## src/rtl/vga_scanout.sv

```systemverilog
// 640x480@60 VGA scanout of a 320x240x3 framebuffer, each stored pixel doubled in both axes.
// Optional colour-bar generator is built when VGA_TEST_PATTERN_EN is defined.
module vga_scanout #(
    parameter int unsigned CLOCK_DIV       = 2,
    parameter int unsigned H_VISIBLE       = 640,
    parameter int unsigned H_FRONT         = 16,
    parameter int unsigned H_SYNC          = 96,
    parameter int unsigned H_BACK          = 48,
    parameter int unsigned V_VISIBLE       = 480,
    parameter int unsigned V_FRONT         = 10,
    parameter int unsigned V_SYNC          = 2,
    parameter int unsigned V_BACK          = 33,
    parameter int unsigned FB_WIDTH        = 320,
    parameter int unsigned SYNC_ACTIVE_LOW = 1
) (
    input  logic        clock,
    input  logic        reset,
    output logic [18:0] ram_address,
    input  logic [2:0]  ram_read_data,
    output logic        vga_r,
    output logic        vga_g,
    output logic        vga_b,
    output logic        vga_hsync,
    output logic        vga_vsync,
    output logic        frame_start,
    output logic        in_vblank,
    input  logic        test_pattern
);

    localparam int unsigned H_TOTAL = H_VISIBLE + H_FRONT + H_SYNC + H_BACK;
    localparam int unsigned V_TOTAL = V_VISIBLE + V_FRONT + V_SYNC + V_BACK;

    // At least 10 bits so the colour-bar select hcount[9:7] always exists.
    localparam int unsigned HW   = ($clog2(H_TOTAL) > 10) ? $clog2(H_TOTAL) : 10;
    localparam int unsigned VW   = ($clog2(V_TOTAL) > 10) ? $clog2(V_TOTAL) : 10;
    localparam int unsigned DivW = (CLOCK_DIV > 1) ? $clog2(CLOCK_DIV) : 1;

    localparam logic [HW-1:0] H_LAST      = HW'(H_TOTAL - 1);
    localparam logic [VW-1:0] V_LAST      = VW'(V_TOTAL - 1);
    localparam logic [HW-1:0] H_VIS_W     = HW'(H_VISIBLE);
    localparam logic [VW-1:0] V_VIS_W     = VW'(V_VISIBLE);
    localparam logic [HW-1:0] HS_START    = HW'(H_VISIBLE + H_FRONT);
    localparam logic [HW-1:0] HS_END      = HW'(H_VISIBLE + H_FRONT + H_SYNC);
    localparam logic [VW-1:0] VS_START    = VW'(V_VISIBLE + V_FRONT);
    localparam logic [VW-1:0] VS_END      = VW'(V_VISIBLE + V_FRONT + V_SYNC);
    localparam logic          SYNC_IDLE   = (SYNC_ACTIVE_LOW != 0);

    logic pix_en;

    // ------------------------------------------------------------------
    // Pixel-rate enable
    // ------------------------------------------------------------------
    generate
        if (CLOCK_DIV == 1) begin : g_no_div
            assign pix_en = 1'b1;
        end else begin : g_div
            localparam logic [DivW-1:0] DIV_LAST = DivW'(CLOCK_DIV - 1);
            logic [DivW-1:0] div_cnt_q;

            always_ff @(posedge clock) begin
                if (reset) begin
                    div_cnt_q <= '0;
                end else if (div_cnt_q == DIV_LAST) begin
                    div_cnt_q <= '0;
                end else begin
                    div_cnt_q <= div_cnt_q + 1'b1;
                end
            end

            assign pix_en = (div_cnt_q == DIV_LAST);
        end
    endgenerate

    // ------------------------------------------------------------------
    // Raster counters and frame status
    // ------------------------------------------------------------------
    logic [HW-1:0] hcount_q, hcount_d;
    logic [VW-1:0] vcount_q, vcount_d;
    logic          frame_start_q, frame_start_d;
    logic          in_vblank_q, in_vblank_d;
    logic          h_wrap, v_wrap;

    assign h_wrap = (hcount_q == H_LAST);
    assign v_wrap = (vcount_q == V_LAST);

    always_comb begin
        hcount_d = hcount_q;
        vcount_d = vcount_q;
        if (pix_en) begin
            if (h_wrap) begin
                hcount_d = '0;
                vcount_d = v_wrap ? '0 : vcount_q + 1'b1;
            end else begin
                hcount_d = hcount_q + 1'b1;
            end
        end
        frame_start_d = pix_en & h_wrap & v_wrap;
        // Tracks the line the counters are moving to, so it changes with them.
        in_vblank_d   = (vcount_d >= V_VIS_W);
    end

    always_ff @(posedge clock) begin
        if (reset) begin
            hcount_q      <= '0;
            vcount_q      <= '0;
            frame_start_q <= 1'b0;
            in_vblank_q   <= 1'b0;
        end else begin
            hcount_q      <= hcount_d;
            vcount_q      <= vcount_d;
            frame_start_q <= frame_start_d;
            in_vblank_q   <= in_vblank_d;
        end
    end

    assign frame_start = frame_start_q;
    assign in_vblank   = in_vblank_q;

    // ------------------------------------------------------------------
    // Visible region, sync windows and framebuffer address
    // ------------------------------------------------------------------
    logic        active;
    logic        hsync_on;
    logic        vsync_on;
    logic [18:0] fb_x;
    logic [18:0] fb_y;
    logic [18:0] addr_sum;

    assign active   = (hcount_q < H_VIS_W) && (vcount_q < V_VIS_W);
    assign hsync_on = (hcount_q >= HS_START) && (hcount_q < HS_END);
    assign vsync_on = (vcount_q >= VS_START) && (vcount_q < VS_END);

    assign fb_x = 19'(hcount_q[HW-1:1]);
    assign fb_y = 19'(vcount_q[VW-1:1]);

    // Constant multiply by FB_WIDTH as a sum of shifted rows (320 -> y<<8 + y<<6).
    always_comb begin
        addr_sum = fb_x;
        for (int i = 0; i < 19; i++) begin
            if (FB_WIDTH[i]) begin
                addr_sum = addr_sum + (fb_y << i);
            end
        end
    end

    assign ram_address = active ? addr_sum : 19'd0;

    // ------------------------------------------------------------------
    // Stage 1: controls travel alongside the RAM read
    // ------------------------------------------------------------------
    logic active_q1;
    logic hsync_q1;
    logic vsync_q1;

    always_ff @(posedge clock) begin
        if (reset) begin
            active_q1 <= 1'b0;
            hsync_q1  <= 1'b0;
            vsync_q1  <= 1'b0;
        end else begin
            active_q1 <= active;
            hsync_q1  <= hsync_on;
            vsync_q1  <= vsync_on;
        end
    end

    // ------------------------------------------------------------------
    // Stage 2: output registers
    // ------------------------------------------------------------------
    logic [2:0] rgb_d, rgb_q;
    logic       hsync_pin_q, vsync_pin_q;

`ifdef VGA_TEST_PATTERN_EN
    logic [2:0] bar_q1;

    always_ff @(posedge clock) begin
        if (reset) begin
            bar_q1 <= 3'b000;
        end else begin
            bar_q1 <= hcount_q[9:7];
        end
    end

    always_comb begin
        rgb_d = 3'b000;
        if (active_q1) begin
            rgb_d = test_pattern ? bar_q1 : ram_read_data;
        end
    end
`else
    logic unused_test_pattern;
    assign unused_test_pattern = test_pattern;

    always_comb begin
        rgb_d = 3'b000;
        if (active_q1) begin
            rgb_d = ram_read_data;
        end
    end
`endif

    always_ff @(posedge clock) begin
        if (reset) begin
            rgb_q       <= 3'b000;
            hsync_pin_q <= SYNC_IDLE;
            vsync_pin_q <= SYNC_IDLE;
        end else begin
            rgb_q       <= rgb_d;
            hsync_pin_q <= hsync_q1 ? ~SYNC_IDLE : SYNC_IDLE;
            vsync_pin_q <= vsync_q1 ? ~SYNC_IDLE : SYNC_IDLE;
        end
    end

    assign vga_r     = rgb_q[2];
    assign vga_g     = rgb_q[1];
    assign vga_b     = rgb_q[0];
    assign vga_hsync = hsync_pin_q;
    assign vga_vsync = vsync_pin_q;

endmodule
```

## config.mk

```make
export PLATFORM = sky130hd
export DESIGN_NAME = vga_scanout
export DESIGN_NICKNAME = d
export VERILOG_FILES = /design/src/rtl/vga_scanout.sv
export SDC_FILE = /design/constraint.sdc
export NUM_CORES = 1
export LEC_CHECK = 0
export BUFFER_PORTS_ARGS = -buffer_cell sky130_fd_sc_hd__buf_2
export CAP_MARGIN = 5
export CORE_UTILIZATION = 55
export DETAILED_ROUTE_END_ITERATION = 10
export PLACE_DENSITY = 0.78
export SYNTH_ARGS = -nofsm -noshare
export SYNTH_HDL_FRONTEND = slang
export SYNTH_SLANG_ARGS = --single-unit
```

## constraint.sdc

```tcl
create_clock -name clock -period 6.58 [get_ports clock]
set_clock_uncertainty 0.15 [all_clocks]
set_input_delay 0.658 -clock clock [delete_from_list [all_inputs] [get_ports clock]]
set_output_delay 0.658 -clock clock [all_outputs]
set_load 0.02 [all_outputs]
```

### Yosys cells after proc, flatten, opt, wreduce, memory -nomap -nowiden

Cells that the tools add are included.

| word-level totals | value |
|---|---|
| register bits after elaboration | 31 |
| input port bits | 6 |
| output and inout bits | 26 |
| logic and storage cells | 40 |

| operators by class | value |
|---|---|
| add/subtract/negate cells | 5 |
| order comparisons | 7 |
| eq/ne operators | 2 |
| mux-type cells | 7 |
| bitwise logic cells | 3 |
| reductions and logical operators | 5 |

Operator list:

| cell | number |
|---|---|
| 10-bit two-way mux | 4 |
| 10-bit by 1-bit adder with 10-bit output (second input constant) | 2 |
| 10-bit equality test (second input constant) | 2 |
| 10-bit by 9-bit >= comparator with 1-bit output (second input constant) | 2 |
| 10-bit less-than comparator (second input constant) | 2 |
| 10-bit by 9-bit less-than comparator with 1-bit output (second input constant) | 2 |
| 16-bit by 17-bit adder with 18-bit output | 1 |
| 18-bit two-way mux | 1 |
| 9-bit by 15-bit adder with 16-bit output | 1 |
| 10-bit >= comparator (second input constant) | 1 |
| 2-bit OR reduction | 2 |
| 1-bit logical AND | 3 |
| 1-bit AND | 2 |
| 1-bit two-way mux | 2 |
| 1-bit adder (second input constant) | 1 |
| 1-bit inverter | 1 |

### Longest topological paths before layout

| logic depth | value |
|---|---|
| depth after elaboration | 5 |
| gate-level depth with buffers | 9 |
| gate-level depth less buffers | 9 |

### Worst setup path after synthesis

OpenSTA, ideal clock, no wires.

| path | value |
|---|---|
| kind | reg-to-output |
| start point | reg hcount_q[9] |
| end point | out ram_address[13] |
| arrival time | 2.502 ns |
| required time | 5.772 ns |
| setup slack | 3.270 ns |
| cell stages (with the launch flop) | 9 |
| buffers on the path | 0 |
| cell sequence | dfxtp_1 -> inv_1 -> fa_1 -> fa_1 -> nor2b_1 -> o21ai_0 -> a21o_1 -> nor3b_1 -> nor3_1 |

| on the way | value |
|---|---|
| cells in the longest elaborated chain, start to end | 3 |
| elaborated cells between the ends (all ways) | 5 |
| those cells by class | add/sub: 2; order compare: 1; mux: 1; reduce/logical: 1 |

Ends and longest elaborated chain:

| what | RTL line | RTL |
|---|---|---|
| start, declared | 77 | `logic [HW-1:0] hcount_q, hcount_d;` |
| start signal, assigned | 109 | `hcount_q <= hcount_d;` |
| 9-bit by 15-bit adder with 16-bit output / 10-bit less-than comparator (equally long branches) | 141, 129 |  |
| 16-bit by 17-bit adder with 18-bit output / 1-bit logical AND (equally long branches) | 141, 129 |  |
| 18-bit two-way mux * | 146 | `assign ram_address = active ? addr_sum : 19'd0;` |
| end, declared | 18 | `output logic [18:0] ram_address,` |

Every way passes the cells marked *; elsewhere a longest branch is shown, timed or not.

### Worst setup path after layout

| path | value |
|---|---|
| start point | reg vcount_q[3] |
| end point | out ram_address[15] |

| on the way | value |
|---|---|
| cells in the longest elaborated chain, start to end | 3 |
| elaborated cells between the ends (all ways) | 5 |
| those cells by class | add/sub: 2; order compare: 1; mux: 1; reduce/logical: 1 |

Ends and longest elaborated chain:

| what | RTL line | RTL |
|---|---|---|
| start, declared | 78 | `logic [VW-1:0] vcount_q, vcount_d;` |
| start signal, assigned | 110 | `vcount_q <= vcount_d;` |
| 9-bit by 15-bit adder with 16-bit output / 10-bit by 9-bit less-than comparator with 1-bit output (equally long branches) | 141, 129 |  |
| 16-bit by 17-bit adder with 18-bit output / 1-bit logical AND (equally long branches) | 141, 129 |  |
| 18-bit two-way mux * | 146 |  |

Marks and branches as above.

==> flow_summary.ini <==
[detailed_routing]
ant_nets = 0
avgViaCountPerCell = 5.37
vias = 1623
drt_pass1_iterations = 4
wirelength_mm = 3.80
routedWlPerCell_um = 12.6
drc = 0
initialDrtViolationCount = 57

[synthesis]
avgSynthCellArea_um2 = 8.86
synth_fa_ha_area_share_pct = 15.0
ys_types = 47
synthMuxAreaShare_pct = 0.498
yosysWarnings = 0
post_synth_and_or_nand_nor_area_fraction_pct = 32.0
synthXorXnorAreaFrac_pct = 9.14
synth-seq-cells = 31
syn_area_um2 = 2010
synth_compound_area_share_pct = 6.78
syn_inst = 227
synth_top_family_by_area = simple AND/OR/NAND/NOR gates
ys_seq_area_share_pct = 30.8

[clock_network]
path_clk_slew_ps = 110
cts_sinks = 31
cts_resized = 0
cts_buffers = 5
postCtsHoldBufs = 0
cts_root_buf = clkbuf_4
h-tree-depth = 2
clock_path_buffers = 2
cts_tree = yes
postCtsSetupBuffers = 0
clk_latency_ps = 340

[setup_path]
crit_top_cell = fa_1
cpPeakStageDelay_ps = 500
slowest_stage = dfxtp_1
crit_type = register to output pin
start_kind = register
end_kind = output pin
arrival_ps = 3000
crit_required_ps = 5770
cp_max_fo = 8
cp_cell_sequence = inv_1, fa_1, fa_1, nor2b_1, o21ai_0, a21o_1, a21oi_1, mux2i_1, buf_2

[floorplanning]
fp.dieW_um = 62.5
die-area_um2 = 3900
num_rows = 21
fp.dieH_um = 62.5
coreArea_um2 = 3420
start_util_pct = 58.9
io_pins = 32

[global_routing]
grt-ovfl-total = 0
grt_pass1_wl_mm = 6.46
track_usage_pct = 20.8
grt_pass1_vias = 1487
antenna_found_initial = 0
grt_max_degree = 13

[power]
ir_drop_mv = 0.189
total_leakage_power_uw = 0.00107
power_density_nw_per_um2 = 164
finalPower_uw = 366

[layout]
fin_cells = 302
areaGrowthSynthToFinish_pct = 11.0
nets = 284
antennaDiodeCount = 0
drive_above_1_share_pct = 18.0
finalInstanceArea_um2 = 2230
post-route-util_pct = 65.4

[sta]
clock.fmax_ghz = 0.262
fin_crit_ps = 3810
hold_viol = 0
fin_tns_setup_ps = 0
setup_viol = 0
rsz0062_at_grt = false
post-route-period-util_pct = 57.9
finalMaxSlewViolations = 0

[placement]
numPortBuffers = 28
dpl.cell_count = 294
dpl-instance-area_um2 = 2150
gp_congestion = 0.842
dp_hpwl_mm = 2.80

[min_path]
hp-class = register to register

[run]
maxCapViolations = 0

[run_status]
status = completed
==> synth_stat cells, drive strengths merged <==
library cell	n	share of area [%]
o21ai	4	1.0
a21oi	8	2.0
dfxtp	31	31
buf	4	1.6
and2	10	3.2
and4bb	1	0.62
nor2	36	6.7
nor4b	1	0.44
nor3	5	1.8
xor2	11	4.8
a21o	2	0.75
nand4b	2	1.6
nand4bb	1	1.4
nor4	3	1.7
or4	2	0.75
nand4	8	2.5
conb	1	0.19
a211oi	1	0.37
or2b	1	0.44
nand3	5	1.2
ha	21	13
inv	12	2.2
and4	2	0.87
o31a	1	0.50
nor2b	4	1.2
mux2i	1	0.50
fa	2	2.0
a22oi	1	0.37
a21boi	1	0.37
nor3b	3	1.1
or3	3	1.2
xnor2	10	4.4
nand2b	6	1.9
nand2	11	2.1
clkbuf	4	1.7
and3	4	1.3
o22ai	1	0.31
o21a	3	1.1
==> cells in the final DEF, fill, tap and decap left out, types with 3 or more instances in the layout <==
master	count
nand2_1	11
nor3_1	4
buf_2	28
clkbuf_4	5
a21oi_1	8
nand4_1	8
nor2b_1	4
ha_1	21
and2_1	9
xor2_1	11
xnor2_1	10
nand2b_1	6
nand3_1	5
o21a_1	3
dfxtp_1	31
o21ai_0	4
and3_1	3
inv_1	12
nor3b_1	3
nor2_1	36
==> kinds of logic (layout without fill, tap and decap cells) <==
logic type,after synthesis,in the layout
and+or+nand+nor,108,108
DFF,31,31
adders and majority gates,23,23
AOI/OAI and AO/OA,22,22
xor gates and xnor gates,21,21
buffers and inverters,20,48
other,1,2
muxes,1,1
==> critical path, delay by kind of cell, from the launching register on <==
family	cells	cell delay (ps)
adders and majority gates	2	950
muxes	1	190
buffers and inverters	2	280
DFF	1	500
and+or+nand+nor	1	170
AOI/OAI and AO/OA	3	550
==> area by class of cell <==
cell class | count | area [um^2]
clock inverters | 2 | 35.0
repair buffers | 28 | 140
flip-flops and latches | 31 | 621
multi-input cells | 177 | 1280
well taps | 46 | 57.6
clock buffers | 6 | 51.3
inverters | 12 | 45.0
fillers | 294 | 1180
==> registers in the layout (all words and copies together) (netlist names) <==
register and cells:
active_q1 1, frame_start 1, g_div.div_cnt_q 1, hcount_q 10, hsync_q1 1, in_vblank 1
rgb_q 3, vcount_q 10, vga_hsync 1, vga_vsync 1, vsync_q1 1
==> layer usage <==
| layer | routed length, um | track usage, % | part of all wire (%) | vias to the layer above |
|---|---|---|---|---|
| li1 | - | - | - | 834 |
| met1 | 1770 | 25.8 | 47 | 743 |
| met2 | 1810 | 34.8 | 48 | 39 |
| met3 | 164 | 4.56 | 4.3 | 7 |
| met4 | 57 | 8.43 | 1.5 | 0 |
| met5 | 0 | 0 | 0 | - |
==> metrics by stage <==
| step | setup WS, ps | hold slack [ps] |
|---|---|---|
| 2_1_floorplan | 3270 | 206 |
| 3_5_place_dp | 3180 | 213 |
| 3_3_place_gp | 3200 | 207 |
| 4_1_cts | 2780 | 235 |
| 6_report | 2770 | 232 |
| 5_1_grt | 2530 | 255 |
==> power breakdown <==
group / switching (uW) / total (uW) / internal (uW)
Combinational: 7.99 / 12.7 / 4.75
Sequential: 2.84 / 193 / 190
Clock: 70.2 / 160 / 89.7
==> final timing paths <==
check	start	endpoint	slack, ps	cells past startpoint
worst max-delay path	vcount_q[3]	ram_address[15]	2770	9
worst min register to register	vsync_q1	vga_vsync	230	1
worst min-delay path	vsync_q1	vga_vsync	230	1
worst max register to register	vcount_q[1]	in_vblank	4620	7
No activity file was read; power rests on OpenSTA's default activity.
